==> src/rtl/router_pkg.sv <==
// Shared types and constants for the router control path: FSM state
// encoding, output-port addresses and the per-port flag selector.
package router_pkg;

   typedef enum logic [2:0] {
      DECODE_ADDRESS     = 3'd0,
      LOAD_FIRST_DATA    = 3'd1,
      LOAD_DATA          = 3'd2,
      FIFO_FULL_STATE    = 3'd3,
      LOAD_AFTER_FULL    = 3'd4,
      LOAD_PARITY        = 3'd5,
      CHECK_PARITY_ERROR = 3'd6,
      WAIT_TILL_EMPTY    = 3'd7
   } state_t;

   localparam logic [1:0] PORT_0       = 2'd0;
   localparam logic [1:0] PORT_1       = 2'd1;
   localparam logic [1:0] PORT_2       = 2'd2;
   localparam logic [1:0] ADDR_INVALID = 2'd3;

   // Picks the flag belonging to one output port; the invalid address reads as 0.
   function automatic logic port_sel(input logic [2:0] flags, input logic [1:0] addr);
      logic result;
      case (addr)
         PORT_0:  result = flags[0];
         PORT_1:  result = flags[1];
         PORT_2:  result = flags[2];
         default: result = 1'b0;
      endcase
      return result;
   endfunction

endpackage

==> src/rtl/router_fsm.sv <==
// Router control FSM: decodes the header address, sequences payload and
// parity loads, and stalls the source while the selected FIFO is busy or full.
module router_fsm
   import router_pkg::*;
(
   input  logic       clock,
   input  logic       resetn,
   input  logic       pkt_valid,
   input  logic [1:0] data_in,
   input  logic       fifo_full,
   input  logic       fifo_empty_0,
   input  logic       fifo_empty_1,
   input  logic       fifo_empty_2,
   input  logic       soft_reset_0,
   input  logic       soft_reset_1,
   input  logic       soft_reset_2,
   input  logic       parity_done,
   input  logic       low_pkt_valid,
   output logic       detect_add,
   output logic       lfd_state,
   output logic       ld_state,
   output logic       laf_state,
   output logic       full_state,
   output logic       rst_int_reg,
   output logic       write_enb_reg,
   output logic       busy
);

   state_t     state_r;
   state_t     next_s;
   logic [1:0] addr_r;
   logic [2:0] empty_vec_s;
   logic [2:0] soft_vec_s;
   logic       hdr_empty_s;
   logic       addr_empty_s;
   logic       soft_sel_s;

   assign empty_vec_s = {fifo_empty_2, fifo_empty_1, fifo_empty_0};
   assign soft_vec_s  = {soft_reset_2, soft_reset_1, soft_reset_0};

   // Per-port flag selection: header address in DA, latched address afterwards.
   always_comb begin
      hdr_empty_s  = port_sel(empty_vec_s, data_in);
      addr_empty_s = port_sel(empty_vec_s, addr_r);
      soft_sel_s   = port_sel(soft_vec_s, addr_r);
   end

   // Next-state selection; a timeout on the active port beats every other exit.
   always_comb begin
      next_s = state_r;
      if ((state_r != DECODE_ADDRESS) && soft_sel_s) begin
         next_s = DECODE_ADDRESS;
      end else begin
         case (state_r)
            DECODE_ADDRESS: begin
               if (pkt_valid && (data_in != ADDR_INVALID)) begin
                  next_s = hdr_empty_s ? LOAD_FIRST_DATA : WAIT_TILL_EMPTY;
               end else begin
                  next_s = DECODE_ADDRESS;
               end
            end
            WAIT_TILL_EMPTY:    next_s = addr_empty_s ? LOAD_FIRST_DATA : WAIT_TILL_EMPTY;
            LOAD_FIRST_DATA:    next_s = LOAD_DATA;
            LOAD_DATA: begin
               if (fifo_full) begin
                  next_s = FIFO_FULL_STATE;
               end else if (!pkt_valid) begin
                  next_s = LOAD_PARITY;
               end else begin
                  next_s = LOAD_DATA;
               end
            end
            FIFO_FULL_STATE:    next_s = fifo_full ? FIFO_FULL_STATE : LOAD_AFTER_FULL;
            LOAD_AFTER_FULL: begin
               if (parity_done) begin
                  next_s = DECODE_ADDRESS;
               end else if (low_pkt_valid) begin
                  next_s = LOAD_PARITY;
               end else begin
                  next_s = LOAD_DATA;
               end
            end
            LOAD_PARITY:        next_s = CHECK_PARITY_ERROR;
            CHECK_PARITY_ERROR: next_s = fifo_full ? FIFO_FULL_STATE : DECODE_ADDRESS;
            default:            next_s = DECODE_ADDRESS;
         endcase
      end
   end

   // State, latched port address, and Moore outputs decoded from the next state
   // so each output flop mirrors the state register exactly.
   always_ff @(posedge clock or negedge resetn) begin
      if (!resetn) begin
         state_r       <= DECODE_ADDRESS;
         addr_r        <= PORT_0;
         detect_add    <= 1'b1;
         lfd_state     <= 1'b0;
         ld_state      <= 1'b0;
         laf_state     <= 1'b0;
         full_state    <= 1'b0;
         rst_int_reg   <= 1'b0;
         write_enb_reg <= 1'b0;
         busy          <= 1'b0;
      end else begin
         state_r <= next_s;
         if ((state_r == DECODE_ADDRESS) && (next_s != DECODE_ADDRESS)) begin
            addr_r <= data_in;
         end else begin
            addr_r <= addr_r;
         end
         detect_add    <= (next_s == DECODE_ADDRESS);
         lfd_state     <= (next_s == LOAD_FIRST_DATA);
         ld_state      <= (next_s == LOAD_DATA);
         laf_state     <= (next_s == LOAD_AFTER_FULL);
         full_state    <= (next_s == FIFO_FULL_STATE);
         rst_int_reg   <= (next_s == CHECK_PARITY_ERROR);
         write_enb_reg <= (next_s inside {LOAD_DATA, LOAD_PARITY, LOAD_AFTER_FULL});
         busy          <= (next_s inside {LOAD_FIRST_DATA, FIFO_FULL_STATE, LOAD_AFTER_FULL,
                                          LOAD_PARITY, CHECK_PARITY_ERROR, WAIT_TILL_EMPTY});
      end
   end

endmodule
==> config.mk <==
export PLATFORM = sky130hd
export DESIGN_NAME = router_fsm
export DESIGN_NICKNAME = d
export VERILOG_FILES = /design/src/rtl/router_pkg.sv /design/src/rtl/router_fsm.sv
export SDC_FILE = /design/constraint.sdc
export NUM_CORES = 1
export LEC_CHECK = 0
export BUFFER_PORTS_ARGS = -buffer_cell sky130_fd_sc_hd__buf_2
export CAP_MARGIN = 10
export CORE_UTILIZATION = 44
export DETAILED_ROUTE_END_ITERATION = 12
export PLACE_DENSITY_LB_ADDON = 0.25
export SLEW_MARGIN = 20
export SYNTH_ARGS = -nofsm -noshare
export SYNTH_HDL_FRONTEND = slang
export SYNTH_SLANG_ARGS = --single-unit
export TNS_END_PERCENT = 1
==> constraint.sdc <==
create_clock -name clock -period 1.72 [get_ports clock]
set_clock_uncertainty 0.05 [all_clocks]
set_input_delay 0.258 -clock clock [delete_from_list [all_inputs] [get_ports clock]]
set_output_delay 0.258 -clock clock [all_outputs]
set_load 0.005 [all_outputs]
==> out/qor.yml <==
outcome:
  outcome: "complete, but fails checks"
  violations: "setup timing"
timing:
  min_period_ps: 1750
  setup_tns_ps: -50.7
  max_slew_margin_pct: 80.3
  final-setup-viol-count: 3
  setup_ws_ps: -30.5
  hold_viol: 0
  period_share_pct: 102
  worst_pin_slew_ps: 288
  rsz0062_at_grt: "yes"
  max_freq_ghz: 0.571
  final_max_slew_viol_count: 0
global_routing:
  grt_util_all_layers_pct: 19.6
  grt_pass1_vias: 616
  grt_max_degree: 14
  grt_first_pass_wirelength_um: 2640
  antenna_found_initial: 0
  overflow: 0
critical_path:
  cp_slowest_cell: "dfrtp_1"
  r2r_slack_ps: -30
  startpoint_type: "flip-flop"
  worstSetupEndpointType: "flip-flop"
  cp_slowest_stage_delay_ps: 420
  reg2regPathDepth: 4
  worstPathCellList: "mux2_4 > a221o_1 > a22o_4 > and3_4"
  cp.arrival_ps: 1870
  crit_family: "compound AO/OA/AOI/OAI gates"
  critical_path_class: "flip-flop to flip-flop"
  cp.buffers_inverters: 0
  cp_max_fo: 5
  r2r_start: "addr_r[1]"
  timing.rr.end: "laf_state"
  cp.required_ps: 1840
cts:
  htree_num_levels: 1
  root_buffer: "clkbuf_4"
  cts.path.max_buffers: 2
  clkSinkCount: 13
  cts_buffers: 3
  cts_tree: "done"
  clk_latency_ps: 270
  clk_pin_slew_ps: 80
min_path:
  worstHoldStart: "data_in[0]"
  hold_path.class: "input port to flip-flop"
  hold_path_depth: 2
  whs_endpoint: "addr_r[0]"
synthesis:
  syn_avg_cell_area_um2: 10.5
  synth_area_leaders: "dfrtp_1 40%, mux2_2 4.5%, dfstp_2 3.5%"
  synthFlopType: "dfrtp_1"
  ys_warn_count: 0
  ys_seq_elements: 13
  synthesis.nets: 85
  muxShareOfSynthArea_pct: 9.26
  synth_common_cells: "12 x dfrtp_1, 7 x nor2_1, 5 x nand3_1, 4 x nand2_1"
  yosys.area.top_type_share_pct: 40.4
  yosysTopAreaCell: "dfrtp_1"
  synth-async-reset-ratio_pct: 100
  syn-cell-area_um2: 743
  synthesis.instances: 71
  synth_most_common_cell: "dfrtp_1"
  yosysSeqAreaShare_pct: 43.9
  synth_edf_count: 0
  synth.distinct_cells: 36
  synthXorXnorAreaFrac_pct: 0
  synthAdderAreaFrac_pct: 0
  synth_compound_gate_area_share_pct: 16.3
  synth_top_family_by_area: "simple AND/OR/NAND/NOR gates"
  synth-simple-area-share_pct: 26.4
layout:
  fillers: 129
  multiInputGateArea_um2: 419
  drive_gt1_share_pct: 48.5
  diodes: 0
  fin_nets: 114
  postLayoutCoreUtil_pct: 62.1
  seqCellArea_um2: 327
  largest_register: "state_r"
  largest_register_ffs: 3
  finalInstanceArea_um2: 957
  area_growth_syn_to_layout_pct: 28.8
  top_regs: "state_r x3, addr_r x2"
floorplanning:
  start_util_pct: 48.2
  io_pins: 22
  die_h_um: 43.1
  core-area_um2: 1540
  core.rowCount: 14
  fp.dieArea_um2: 1860
  die_x_um: 43.1
route:
  wl_per_cell_um: 13.7
  drc: 0
  totalWireLength_um: 1570
  drt_iter0_drc: 6
  firstDrtPassIters: 4
  viasPerCell: 5.42
  vias: 623
  ant_nets: 0
power_and_ir_drop:
  power_uw: 1780
  internal-power_uw: 1070
  p_sw_share_pct: 39.6
  p_clk_share_pct: 10.5
  pwr_density_cell_nw_per_um2: 1860
  irDropWorstVdd_uv: 1260
  p_comb_share_pct: 58.6
  switchingPower_uw: 705
  power_leakage_uw: 0.000490
  pwr-share-seq_pct: 30.9
job:
  maxCapViolCount: 0
place:
  portBuffers: 21
  dpl.hpwl_um: 1130
  placed_cell_area_um2: 881
  gp_congestion: 0.872
-- per-stage QoR --
stage	cells	hold slack, ps	worst slack, ps
detailed placement	109	100	-9.56
finish	115	217	-30.5
floorplan	71	-87.6	70.3
global placement	109	96.9	18.1
CTS	114	210	3.87
global route	115	226	-68.0
-- layer usage --
metal,part of all wire (%),wire (um),global-route usage [%],vias to the layer above
li1,-,-,-,308
met1,46,717,24.1,294
met2,47,744,31.0,17
met3,4.8,75,4.26,4
met4,2.4,37,11.5,0
met5,0,0,0,-
-- how the worst max path moves through the flow --
| stage | start | to | slack (ps) | cells after the start |
|---|---|---|---|---|
| 2_1_floorplan | addr_r[1] | laf_state | 70 | 4 |
| 3_3_place_gp | addr_r[1] | rst_int_reg | 20 | 5 |
| 3_5_place_dp | addr_r[1] | rst_int_reg | -10 | 5 |
| 4_1_cts | addr_r[1] | rst_int_reg | 4 | 5 |
| 5_1_grt | addr_r[1] | rst_int_reg | -70 | 5 |
| 6_report | addr_r[1] | laf_state | -30 | 4 |
-- power by group through the flow --
stage                     clock network, uW  logic [uW]  registers (uW)
final                                   187        1040             550
after global placement                    0         912             550
after detailed placement                  0         922             553
after floorplan                           0         726             501
after CTS                               193         972             548
after global routing                    204        1140             573
-- layout make-up --
cell class                      count  share of cell area (%)
Inverter                            3                    1.31
Timing Repair Buffer               27                    15.9
Clock buffer                        4                    2.75
Multi-Input combinational cell     52                    43.8
Sequential cell                    13                    34.1
Tap cell                           16                    2.09
-- worst register-to-register path: stages, from the launching register on --
cell and delay (ps):
dfrtp_1 420, mux2_4 310, a221o_1 410, a22o_4 320, and3_4 150
-- cells by family (layout without fill, tap and decap cells) --
kind of cell | after synthesis | in the layout
and+or+nand+nor | 33 | 33
AOI/OAI and AO/OA | 13 | 13
DFF | 13 | 13
muxes | 6 | 6
buffers and inverters | 6 | 34
-- layout by cell type, fill, tap and decap left out, types with 2 or more instances in the layout --
cell      netlist  layout
nor3_2          1       2
buf_2           2      21
clkbuf_4        0       3
nand2b_1        2       2
mux2i_1         2       2
a221o_1         2       2
nor2_1          7       7
nand3_1         5       5
nor2b_1         2       2
nand2_1         4       3
dfrtp_1        12      12
mux2_2          3       3
and3_1          3       2
buf_4           1       5
inv_1           2       2
-- repair_timing --
item | CTS | global route
setup buffers | 0 | 1
endpoints found under the setup margin | 4 | 10
endpoints found under the hold margin | 12 | 0
resized for setup | 2 | 4
hold buffers | 1 | 0
pin swaps | 2 | 5
Note: power is estimated with default switching activity, not from simulation.
